$ cat src/rtl/rst_seq_pkg.sv
// rst_seq_pkg: sequencer state encoding and reset-cause codes shared by the
// reset sequencer and anything that decodes rst_cause_o.
package rst_seq_pkg;
    typedef enum logic [1:0] {HOLD, GAP, RUN, STRETCH} rst_seq_state_e;
    localparam logic [1:0] CAUSE_EXT  = 2'b00;
    localparam logic [1:0] CAUSE_SOFT = 2'b01;
    localparam logic [1:0] CAUSE_WDT  = 2'b10;
endpackage

$ cat src/rtl/rst_seq_wdt.sv
// rst_seq_wdt: watchdog counter; expire pulses when the count reaches its
// terminal value with no kick in the same cycle.
module rst_seq_wdt #(
    parameter int WDT_TIMEOUT = 2**20
) (
    input  logic wb_clk_o,
    input  logic sys_rst_i,
    input  logic en,
    input  logic kick,
    input  logic active,
    output logic expire
);
    localparam int WW = $clog2(WDT_TIMEOUT);

    logic [WW-1:0] cnt;

    // Not gated by active: the count is held at zero whenever active is low,
    // so expiry still wins over a same-cycle soft request that drops active.
    assign expire = en && !kick && cnt == WW'(WDT_TIMEOUT - 1);

    always_ff @(posedge wb_clk_o or posedge sys_rst_i) begin
        if (sys_rst_i)
            cnt <= '0;
        else
            cnt <= (!active || !en || kick || expire) ? '0 : cnt + 1'b1;
    end
endmodule

$ cat src/rtl/rst_seq.sv
// rst_seq: releases domain resets one at a time after the Wishbone reset drops,
// and re-issues them on a software request or watchdog expiry.
module rst_seq
    import rst_seq_pkg::*;
#(
    parameter int NUM_RST        = 4,
    parameter int GAP_CYCLES     = 16,
    parameter int STRETCH_CYCLES = 32,
    parameter int WDT_TIMEOUT    = 2**20
) (
    input  logic               wb_clk_o,
    input  logic               sys_rst_i,
    input  logic               wb_rst_i,
    input  logic               soft_rst_req_i,
    input  logic               wdt_en_i,
    input  logic               wdt_kick_i,
    output logic [NUM_RST-1:0] rst_o,
    output logic               seq_done_o,
    output logic [1:0]         rst_cause_o
);
    localparam int GW = GAP_CYCLES > 1 ? $clog2(GAP_CYCLES) : 1;
    localparam int SW = $clog2(STRETCH_CYCLES);
    localparam int IW = $clog2(NUM_RST);

    rst_seq_state_e     state, state_d;
    logic [GW-1:0]      gap_cnt, gap_cnt_d;
    logic [SW-1:0]      str_cnt, str_cnt_d;
    logic [IW-1:0]      idx, idx_d;
    logic [NUM_RST-1:0] rst_d;
    logic               done_d;
    logic [1:0]         cause_d;
    logic               expire;

    rst_seq_wdt #(.WDT_TIMEOUT(WDT_TIMEOUT)) u_wdt (
        .wb_clk_o (wb_clk_o),
        .sys_rst_i(sys_rst_i),
        .en       (wdt_en_i),
        .kick     (wdt_kick_i),
        .active   (state == RUN && !wb_rst_i && !soft_rst_req_i),
        .expire   (expire)
    );

    always_comb begin
        state_d   = state;
        gap_cnt_d = gap_cnt;
        str_cnt_d = str_cnt;
        idx_d     = idx;
        rst_d     = rst_o;
        done_d    = seq_done_o;
        cause_d   = rst_cause_o;
        if (wb_rst_i) begin
            state_d   = HOLD;
            gap_cnt_d = '0;
            str_cnt_d = '0;
            idx_d     = '0;
            rst_d     = '1;
            done_d    = 1'b0;
            cause_d   = CAUSE_EXT;
        end else begin
            case (state)
                HOLD: begin
                    state_d   = GAP;
                    gap_cnt_d = '0;
                    idx_d     = '0;
                end
                GAP: begin
                    gap_cnt_d = gap_cnt + 1'b1;
                    if (gap_cnt == GW'(GAP_CYCLES - 1)) begin
                        gap_cnt_d  = '0;
                        rst_d[idx] = 1'b0;
                        idx_d      = idx == IW'(NUM_RST - 1) ? idx : idx + 1'b1;
                        state_d    = idx == IW'(NUM_RST - 1) ? RUN : GAP;
                        done_d     = idx == IW'(NUM_RST - 1);
                    end
                end
                RUN: begin
                    if (expire || soft_rst_req_i) begin
                        state_d   = STRETCH;
                        str_cnt_d = '0;
                        rst_d     = '1;
                        done_d    = 1'b0;
                        cause_d   = expire ? CAUSE_WDT : CAUSE_SOFT;
                    end
                end
                STRETCH: begin
                    str_cnt_d = str_cnt + 1'b1;
                    if (str_cnt == SW'(STRETCH_CYCLES - 1)) begin
                        state_d   = GAP;
                        str_cnt_d = '0;
                        gap_cnt_d = '0;
                        idx_d     = '0;
                    end
                end
            endcase
        end
    end

    always_ff @(posedge wb_clk_o or posedge sys_rst_i) begin
        if (sys_rst_i) begin
            state       <= HOLD;
            gap_cnt     <= '0;
            str_cnt     <= '0;
            idx         <= '0;
            rst_o       <= '1;
            seq_done_o  <= 1'b0;
            rst_cause_o <= CAUSE_EXT;
        end else begin
            state       <= state_d;
            gap_cnt     <= gap_cnt_d;
            str_cnt     <= str_cnt_d;
            idx         <= idx_d;
            rst_o       <= rst_d;
            seq_done_o  <= done_d;
            rst_cause_o <= cause_d;
        end
    end
endmodule

$ cat config.mk
export PLATFORM = sky130hd
export DESIGN_NAME = rst_seq
export DESIGN_NICKNAME = d
export VERILOG_FILES = /design/src/rtl/rst_seq_pkg.sv /design/src/rtl/rst_seq_wdt.sv /design/src/rtl/rst_seq.sv
export SDC_FILE = /design/constraint.sdc
export NUM_CORES = 1
export LEC_CHECK = 0
export ABC_AREA = 1
export ABC_CLOCK_PERIOD_IN_PS = 2700
export BUFFER_PORTS_ARGS = -buffer_cell sky130_fd_sc_hd__clkbuf_2
export CAP_MARGIN = 20
export CORE_MARGIN = 4
export CORE_UTILIZATION = 39
export DETAILED_ROUTE_END_ITERATION = 8
export PLACE_DENSITY = 0.55
export SLEW_MARGIN = 0
export SYNTH_ARGS = -nofsm -noshare
export SYNTH_HDL_FRONTEND = slang
export SYNTH_HIERARCHICAL = 1
export SYNTH_SLANG_ARGS = --single-unit
$ cat constraint.sdc
create_clock -name wb_clk_o -period 2.7 [get_ports wb_clk_o]
set_input_delay 0.405 -clock wb_clk_o [delete_from_list [all_inputs] [get_ports wb_clk_o]]
set_output_delay 0.405 -clock wb_clk_o [all_outputs]
set_load 0.01 [all_outputs]
==> results of run 1 <==
## metrics by stage
| step | setup slack, ns | std cells | hold slack, ns | util (%) |
|---|---|---|---|---|
| finish | 0.719 | 429 | 0.241 | 43.5 |
| global route | 0.472 | 429 | 0.315 | 43.5 |
| CTS | 0.722 | 429 | 0.277 | 43.5 |
| detailed placement | 0.756 | 421 | 0.469 | 41.5 |
| global placement | 0.805 | 421 | 0.470 | 41.5 |
| floorplan | 0.895 | 337 | 0.366 | - |
## layout by cell type (no fill, tap or decap), drive strengths merged
cell type and instances:
nand2 95, nor2 61, inv 47, dfrtp 36, nand3 30, clkbuf 19
o21ai 13, ha 12, xor2 7, nand4 5, o21bai 4, o211ai 4
dfstp 4, nor3 3, xnor2 3, and2 3, a21oi 2, nand3b 2
o22ai 1, bufinv 1
## power by group through the flow
stage / sequential [mW] / combinational, mW / clock (mW)
6_report: 0.688 / 0.231 / 0.549
4_1_cts: 0.687 / 0.235 / 0.562
2_1_floorplan: 0.701 / 0.166 / 0
3_3_place_gp: 0.700 / 0.235 / 0
5_1_grt: 0.694 / 0.267 / 0.584
3_5_place_dp: 0.699 / 0.232 / 0
## how the worst max path moves through the flow
stage / start / endpoint / slack, ns / cells after the start
CTS: u_wdt/cnt[0] / str_cnt[2] / 0.72 / 12
floorplan: u_wdt/cnt[0] / seq_done_o / 0.90 / 13
global route: u_wdt/cnt[0] / str_cnt[2] / 0.47 / 12
detailed placement: u_wdt/cnt[0] / str_cnt[2] / 0.76 / 12
finish: u_wdt/cnt[0] / str_cnt[2] / 0.72 / 12
global placement: u_wdt/cnt[0] / seq_done_o / 0.80 / 12
## cell families (layout without fill, tap and decap cells)
kind of cell | count (synthesis) | after routing | share of synthesized area [%]
AO/OA/AOI/OAI | 24 | 24 | 6.02
XOR/XNOR | 10 | 10 | 3.45
adder cells (fa/ha/maj) | 12 | 12 | 5.92
buffers and inverters | 52 | 67 | 9.18
flip-flops | 40 | 40 | 39.7
AND/OR/NAND/NOR | 199 | 199 | 35.8
## flip-flops by register name (all words and copies together), names as in the netlist
| register | count |
|---|---|
| u_wdt/cnt | 20 |
| str_cnt | 5 |
| gap_cnt | 4 |
| rst_o | 4 |
| idx | 2 |
| rst_cause_o | 2 |
| state | 2 |
| seq_done_o | 1 |
## routing by layer
layer | vias to the layer above | global-route usage [%]
li1 | 1083 | -
met1 | 947 | 21.4
met2 | 33 | 20.4
met3 | 6 | 3.26
met4 | 0 | 4.53
met5 | - | 0
## layout make-up
cell class | instances | area [µm²]
flip-flops and latches | 40 | 1010
inverters | 47 | 176
well taps | 77 | 96.3
fillers | 631 | 3590
clock buffers | 7 | 96.3
repair buffers | 12 | 60.1
clock inverters | 1 | 30.0
multi-input cells | 245 | 1300
## worst max-delay path: cells and delay by family (launching register included)
family                   cells  cell delay, ns
flip-flops                   1            0.40
buffers and inverters        2            0.28
AND/OR/NAND/NOR              9            1.04
adder cells (fa/ha/maj)      1            0.20
==> out/results.tsv, run 1 <==
metric	value	unit
detailed-route wire length on metal 1	2760	µm
met3 wirelength from detailed routing	221	µm
net count after synthesis	355	
post-layout instance area	0.00276	mm²
final number of setup-violating endpoints	0	
Total Neg Setup Slack	0	ns
Die X-Extent	88.6	µm
type of destination of the critical path	flop	
Net Sw Power	0.405	mW
longest individual stage delay on the worst path	0.40	ns
worst ir drop on vdd	0.348	mV
Async SR Flop Fraction	100	%
setup slack, reg-to-reg	0.72	ns
cell-by-cell trace of the critical path	ha_1, nand2_1, nor2_2, and2_4, nand3_2, inv_1, nor2_4, nand2_4, nand2_1, inv_1, nand3_1, nand2_1	
Fmax achieved	505	MHz
pwr/cell area	532	mW/mm²
diodes inserted	0	
buffer type at the clock tree root	sky130_fd_sc_hd__clkbuf_8	
Final Skew	0.0107	ns
instance area after placement	0.00264	mm²
antenna violations before repair	0	
antenna viol nets, final	0	
fraction of post-synthesis cell area in the top cell type by area	35.5	%
Wirelength per Cell	11.9	µm
Critical Path AT	2.22	ns
sequential element share of the synthesized area	39.7	%
placement row count	29	
worst-skew pair later-pin latency	0.30	ns
top routing layer used	met4	
average via count per standard cell	4.82	
length of the first detailed-routing pass in iterations	5	
leading post-synthesis cells by instance count	sky130_fd_sc_hd__nand2_1, sky130_fd_sc_hd__nor2_1, sky130_fd_sc_hd__inv_1	
TritonCTS clock tree	built	
number of cells on the worst reg-to-reg path	12	
Critical Path Fanout Max	6	
detailed placer's ending HPWL	3770	µm
Final #Nets	369	
Flop pwr share	46.8	%
post-synthesis instance total	337	
number of clock sinks	40	
library cell with the largest summed area after synthesis	sky130_fd_sc_hd__dfrtp_1	
mean instance size in the synthesized netlist	7.53	µm²
global placer's final weighted congestion	0.806	
wire length of the first global-routing pass	8940	µm
hold bufs inserted after CTS	0	
LEAKAGE	1.30	nW
Starting DRT DRC Count	97	
total die area	0.00786	mm²
shortest period the worst path allows	1.98	ns
result of the run	complete, no violations	
core region area	0.00635	mm²
highest-delay cell along the critical path	sky130_fd_sc_hd__dfrtp_1	
Setup Crit Path Kind	flop to flop	
fraction of final layout cells sized beyond drive strength 1	13.6	%
Port Buffer Count	12	
Max Transition Viols Final	0	
area of the mapped netlist	0.00254	mm²
via count	2069	
vertical die dimension	88.6	µm
cts bufs inserted	5	
hold crit path type	primary input to asynchronous set/reset pin	
Critical Path RT	2.93	ns
final wirelength	5100	µm
number of library cell types mapped by synthesis	29	
prevailing post-synth register cell	sky130_fd_sc_hd__dfrtp_1	
cell types with the largest area share after synthesis	sky130_fd_sc_hd__dfrtp_1, sky130_fd_sc_hd__nand2_1, sky130_fd_sc_hd__nor2_1	
post-synthesis sequential element count	40	
global route overflow	0	
max-cap violations	0	
ports placed on the boundary	13	
initial core utilization	39.9	%
setup repair bufs after CTS	0	
buffer depth of the longest clock path	2	
Pint	1.06	mW
clock-pin slew on the worst setup and hold paths	0.08	ns
overall fraction of global-route tracks in use	14.4	%
Slew HR	46.8	%
largest net degree at the start of global routing	21	
detailed-routed wire length on met2	2040	µm
Final Hold Violating Endpoints	0	
unrepaired setup endpoints after global routing	no	
count of flip-flops with a built-in enable after synthesis	0	
most repeated cell in the gate-level netlist after synthesis	sky130_fd_sc_hd__nand2_1	
overall power	1.47	mW
number of synthesis warnings	6	
Tightest Pin Transition	0.798	ns
proportion of total power due to net switching	27.6	%
cell seen most often among critical-path stages	sky130_fd_sc_hd__nand2_1	
RR Startpoint	u_wdt/cnt[0]	
part of the cycle the worst path needs	73.4	%
CTS-repair resized insts	0	
via count of the first global-routing pass	1947	
Worst Setup Start Kind	flop	
combinational share of power	15.7	%
Clk network pwr share	37.4	%
H-tree levels	2	
RR Endpoint	str_cnt[2]	
residual DRC count	0	
layout overhead on the synthesized area	8.93	%
No activity file was read; power rests on OpenSTA's default activity.
==> inputs of run 2 (changes only) <==
- ABC_CLOCK_PERIOD_IN_PS: 2700 -> 1800
- PLACE_DENSITY: 0.55 -> 0.57
- clock period: 2.7 -> 1.8 ns (I/O delays scaled with it)
==> run 2 against run 1 <==
Hold slack improved by 0.030 ns. Combinational power increased by 57%. Global-route usage up 0.77 points. Final cell count increased by 5.4%. Setup slack worse by 0.60 ns. Sequential power increased by 50%. Power up 38%.
==> out/results.tsv, run 2 (synthesis gave the netlist of run 1 again) <==
metric	value	unit	change
start point of the worst hold path	soft_rst_req_i		
number of clock sinks	40		unchanged
Setup Crit Path Kind	flop to flop		
hold crit path type	primary input to flop		
worst ir drop on vdd	0.328	mV	-5.6%
global route overflow	0		unchanged
max-cap violations	0		unchanged
average via count per standard cell	4.73		-2.0%
overall fraction of global-route tracks in use	15.1	%	+0.77 points
flip-flop count of the largest register after layout	20		unchanged
post-layout instance area	0.00294	mm²	+6.3%
clock-pin slew on the worst setup and hold paths	0.08	ns	about the same
placement row count	29		unchanged
overall power	2.02	mW	+38%
registers with the most flip-flops	u_wdt/cnt (20), str_cnt (5)		
longest individual stage delay on the worst path	0.39	ns	about the same
antenna violations before repair	0		unchanged
instance area after placement	0.00278	mm²	+5.5%
largest net degree at the start of global routing	21		unchanged
total die area	0.00786	mm²	unchanged
commonest cells after routing, fill and taps aside	sky130_fd_sc_hd__nand2_1, sky130_fd_sc_hd__nor2_1, sky130_fd_sc_hd__inv_1		
via count of the first global-routing pass	2029		+4.2%
worst-case hold slack	0.272	ns	+0.0303 ns
Worst Hold Endpoint	rst_cause_o[0]		
Total Neg Setup Slack	0	ns	unchanged
RR Startpoint	str_cnt[0]		
setup slack, reg-to-reg	0.12	ns	-0.60 ns
RR Endpoint	state[1]		
Critical Path Fanout Max	7		+1
layout overhead on the synthesized area	15.8	%	
TritonCTS clock tree	built		
Max Transition Viols Final	0		unchanged
Final Skew	0.00565	ns	-0.00503 ns
final wirelength	5270	µm	+3.4%
Tightest Pin Transition	0.342	ns	-0.455 ns
Critical Path AT	1.86	ns	-0.36 ns
LEAKAGE	1.40	nW	+7.6%
result of the run	complete, no violations		
Critical Path RT	1.99	ns	-0.94 ns
cts bufs inserted	5		unchanged
ports placed on the boundary	13		unchanged
antenna viol nets, final	0		unchanged
highest-delay cell along the critical path	sky130_fd_sc_hd__dfrtp_1		
Fmax achieved	597	MHz	+18%
Final Hold Violating Endpoints	0		unchanged
number of cells on the worst reg-to-reg path	10		-2
part of the cycle the worst path needs	93.1	%	+20 points
final number of setup-violating endpoints	0		unchanged
buffers plus inverters on the worst setup path	2		unchanged
global placer's final weighted congestion	0.865		+7.4%
Largest Register	u_wdt/cnt		
initial core utilization	39.9	%	unchanged
Starting DRT DRC Count	117		+21%
buffer type at the clock tree root	sky130_fd_sc_hd__clkbuf_8		
shortest period the worst path allows	1.68	ns	-0.304 ns
Slew HR	77.1	%	+30 points
pwr/cell area	688	mW/mm²	+29%
commonest non-fill, non-tap cell in the layout	sky130_fd_sc_hd__nand2_1		
core region area	0.00635	mm²	unchanged
Worst Setup Start Kind	flop		
wire length of the first global-routing pass	9330	µm	+4.4%
Die X-Extent	88.6	µm	unchanged
top cell family by delay on the critical path	simple AND/OR/NAND/NOR gates		
residual DRC count	0		unchanged
via count	2137		+3.3%
Wirelength per Cell	11.7	µm	-1.9%
Port Buffer Count	12		unchanged
cell seen most often among critical-path stages	sky130_fd_sc_hd__ha_1		
number of cells on the worst hold path	3		
vertical die dimension	88.6	µm	unchanged
detailed placer's ending HPWL	3930	µm	+4.1%
fraction of final layout cells sized beyond drive strength 1	19.5	%	+5.8 points
buffer depth of the longest clock path	2		unchanged
H-tree levels	2		unchanged
final core utilization	46.2	%	+2.7 points
Final #Nets	392		+6.2%
length of the first detailed-routing pass in iterations	4		-1
type of destination of the critical path	flop		
cell-by-cell trace of the critical path	ha_1, inv_1, nor3_2, ha_1, nor2_1, nand2_2, buf_4, nand3_2, nand2_1, o21ai_1		
worst-skew pair later-pin latency	0.29	ns	about the same
diodes inserted	0		unchanged
==> run 2: metal layers <==
metal	vias to the layer above	track usage [%]	part of all wire, %
met5	-	0	0
met4	0	4.53	1.3
met3	6	3.07	3.4
li1	1127	-	-
met2	27	21.9	41
met1	977	22.7	55
==> run 2: cell type report <==
| type | count | area [µm²] |
|---|---|---|
| Fill cell | 606 | 3410 |
| Multi-Input combinational cell | 245 | 1320 |
| Sequential cell | 40 | 1010 |
| Timing Repair Buffer | 35 | 248 |
| Inverter | 47 | 176 |
| Tap cell | 77 | 96.3 |
| Clock buffer | 8 | 90.1 |
==> run 2: worst max-delay path by stage <==
stage	cells past startpoint	to	slack, ns	from
after detailed placement	12	str_cnt[2]	0.04	u_wdt/cnt[0]
after global routing	12	seq_done_o	-0.001	u_wdt/cnt[0]
after global placement	12	str_cnt[2]	0.07	u_wdt/cnt[0]
after floorplan	13	seq_done_o	0.02	u_wdt/cnt[0]
final	10	state[1]	0.12	str_cnt[0]
after CTS	12	str_cnt[2]	0.02	u_wdt/cnt[0]
==> run 2: worst register-to-register path: stages, from the launching register on <==
cell and delay (ns):
sky130_fd_sc_hd__dfrtp_1 0.39, sky130_fd_sc_hd__ha_1 0.19, sky130_fd_sc_hd__inv_1 0.07, sky130_fd_sc_hd__nor3_2 0.13, sky130_fd_sc_hd__ha_1 0.20, sky130_fd_sc_hd__nor2_1 0.05, sky130_fd_sc_hd__nand2_2 0.16, sky130_fd_sc_hd__buf_4 0.15
sky130_fd_sc_hd__nand3_2 0.10, sky130_fd_sc_hd__nand2_1 0.09, sky130_fd_sc_hd__o21ai_1 0.05
==> run 2: metrics by stage <==
| step | setup slack [ns] | instances |
|---|---|---|
| 6_report | 0.124 | 452 |
| 5_1_grt | -0.00105 | 452 |
| 4_1_cts | 0.0165 | 447 |
| 3_5_place_dp | 0.0418 | 438 |
| 3_3_place_gp | 0.0735 | 438 |
| 2_1_floorplan | 0.0232 | 337 |
==> run 2: power by group <==
group	switching (mW)	internal, mW	total [mW]
combinational	0.224	0.138	0.362
sequential	0.0498	0.978	1.03
clock	0.317	0.313	0.630
total	0.591	1.43	2.02
==> run 2: timing repair <==
| item | 4_1_cts | 5_1_grt |
|---|---|---|
| resized for setup | 0 | 6 |
| setup endpoints to repair | 0 | 14 |
| endpoints found under the hold margin | 16 | 0 |
| buffers inserted | 0 | 5 |
| hold buffers | 1 | 0 |
==> inputs of run 3 (changes only) <==
- CORE_UTILIZATION: 39 -> 55
- PLACE_DENSITY: 0.57 -> 0.76
==> run 3 against run 2 <==
Critical path depth up 2. Routed wire length shrank 3.2%. First-iteration DRC count is 8.5% higher. Global-route usage rose by 4.1 points. Fmax is essentially flat. Final area fell by 2.8%.
==> out/results.tsv, run 3 (synthesis gave the netlist of run 1 again) <==
metric	value	unit	change
longest individual stage delay on the worst path	0.35	ns	-0.04 ns
total die area	0.00576	mm²	-27%
cts bufs inserted	5		unchanged
overall fraction of global-route tracks in use	19.2	%	+4.1 points
Fmax achieved	597	MHz	about the same
Max Transition Viols Final	0		unchanged
Clk network pwr share	30.9	%	-0.3 points
global route overflow	0		unchanged
global placer's final weighted congestion	0.900		+4.1%
worst ir drop on vdd	0.641	mV	+95%
post-layout worst setup margin	0.124	ns	+0.000699 ns
Final Hold Violating Endpoints	0		unchanged
result of the run	complete, no violations		
Worst Setup Start Kind	flop		
number of clock sinks	40		unchanged
type of destination of the critical path	flop		
core region area	0.00441	mm²	-30%
buffer depth of the longest clock path	2		unchanged
Largest Register	u_wdt/cnt		
final wirelength	5100	µm	-3.2%
length of the first detailed-routing pass in iterations	4		unchanged
buffer type at the clock tree root	sky130_fd_sc_hd__clkbuf_8		
placement-stage worst setup slack	-0.00568	ns	-0.0475 ns
Setup Crit Path Kind	flop to flop		
registers with the most flip-flops	u_wdt/cnt (20), str_cnt (5)		
commonest non-fill, non-tap cell in the layout	sky130_fd_sc_hd__nand2_1		
diodes inserted	0		unchanged
cell-by-cell trace of the critical path	ha_2, nand2_2, nor2_4, and2_4, nand3_2, inv_2, nor2_4, nand2_4, and2_4, nand2_4, nand2_1, nand2_1		
Flop pwr share	51.3	%	+0.4 points
flip-flop count of the largest register after layout	20		unchanged
max-cap violations	0		unchanged
antenna violations before repair	0		unchanged
Port Buffer Count	12		unchanged
TritonCTS clock tree	built		
hold crit path type	primary input to flop		
wire length of the first global-routing pass	9170	µm	-1.7%
Critical Path RT	1.99	ns	about the same
buffers plus inverters on the worst setup path	1		-1
top cell family by delay on the critical path	simple AND/OR/NAND/NOR gates		
Die X-Extent	75.9	µm	-14%
Starting DRT DRC Count	127		+8.5%
Final #Nets	387		-1.3%
residual DRC count	0		unchanged
final std cells w/o fill	422		-6.6%
pwr/cell area	706	mW/mm²	+2.7%
part of the cycle the worst path needs	93.1	%	about the same
commonest cells after routing, fill and taps aside	sky130_fd_sc_hd__nand2_1, sky130_fd_sc_hd__nor2_1, sky130_fd_sc_hd__inv_1		
detailed placer's ending HPWL	3800	µm	-3.3%
placement row count	24		-17%
largest net degree at the start of global routing	21		unchanged
fraction of final layout cells sized beyond drive strength 1	18.4	%	-1.1 points
layout overhead on the synthesized area	12.6	%	
Total Neg Setup Slack	0	ns	unchanged
Wirelength per Cell	12.1	µm	+3.7%
initial core utilization	57.5	%	+18 points
vertical die dimension	75.9	µm	-14%
overall power	2.02	mW	-0.15%
combinational share of power	17.8	%	about the same
Tightest Pin Transition	0.381	ns	+0.0392 ns
Final Skew	0.00830	ns	+0.00266 ns
Net Sw Power	0.590	mW	-0.23%
LEAKAGE	1.36	nW	-2.3%
clock-pin slew on the worst setup and hold paths	0.08	ns	about the same
final number of setup-violating endpoints	0		unchanged
Critical Path Fanout Max	6		-1
shortest period the worst path allows	1.68	ns	-0.000699 ns
ports placed on the boundary	13		unchanged
Critical Path AT	1.87	ns	about the same
worst-skew pair later-pin latency	0.30	ns	about the same
H-tree levels	2		unchanged
highest-delay cell along the critical path	sky130_fd_sc_hd__dfrtp_1		
via count of the first global-routing pass	2048		+0.94%
proportion of total power due to net switching	29.2	%	about the same
via count	2162		+1.2%
Pint	1.43	mW	-0.12%
average via count per standard cell	5.12		+8.4%
total instance count after detailed placement	409		-6.6%
Slew HR	74.5	%	-2.6 points
antenna viol nets, final	0		unchanged
==> run 3: area by class of cell <==
cell class	instances	area, µm²
fillers	370	1560
multi-input cells	245	1320
flip-flops and latches	40	1010
repair buffers	30	198
inverters	47	176
clock buffers	8	90.1
well taps	52	65.1
==> run 3: worst paths after layout <==
check                            endpoint      startpoint  depth (start not counted)  slack [ns]
setup / recovery               seq_done_o    u_wdt/cnt[1]                         12        0.12
hold / removal             rst_cause_o[0]  soft_rst_req_i                          3        0.27
setup reg to reg               seq_done_o    u_wdt/cnt[1]                         12        0.12
hold reg to reg                  rst_o[1]        rst_o[1]                          2        0.49
max in group asynchronous        rst_o[2]       sys_rst_i                          4        1.00
min in group asynchronous          idx[0]       sys_rst_i                          4        0.53
==> run 3: what timing repair did <==
action / in CTS / in global routing
resized for setup: 1 / 6
buffers inserted: 0 / 4
endpoints found under the hold margin: 36 / 0
pin swaps: 0 / 3
hold buffers: 1 / 0
endpoints found under the setup margin: 1 / 12
==> run 3: worst min-delay path, cell delays in order <==
cell	delay, ns
sky130_fd_sc_hd__clkbuf_2	0.12
sky130_fd_sc_hd__nand2_1	0.07
sky130_fd_sc_hd__o22ai_1	0.06
==> run 3: per-stage QoR <==
step	util (%)	area, µm²	hold slack [ns]
3_5_place_dp	61.3	2710	0.308
3_3_place_gp	61.3	2710	0.305
5_1_grt	64.7	2860	0.273
2_1_floorplan	-	2540	0.231
6_report	64.7	2860	0.269
4_1_cts	63.7	2810	0.265
==> run 3: layer usage <==
| metal | vias up | track usage [%] | wire [µm] |
|---|---|---|---|
| li1 | 1115 | - | - |
| met3 | 6 | 4.50 | 252 |
| met1 | 1000 | 28.0 | 2530 |
| met2 | 41 | 28.0 | 2240 |
| met4 | 0 | 6.41 | 78 |
| met5 | - | 0 | 0 |
==> run 3: power groups by stage <==
stage	Sequential, mW	Clock [mW]	Combinational (mW)
after floorplan	1.05	0	0.248
after global placement	1.05	0	0.345
after detailed placement	1.05	0	0.355
after CTS	1.03	0.639	0.362
after global routing	1.04	0.679	0.415
final	1.04	0.623	0.359
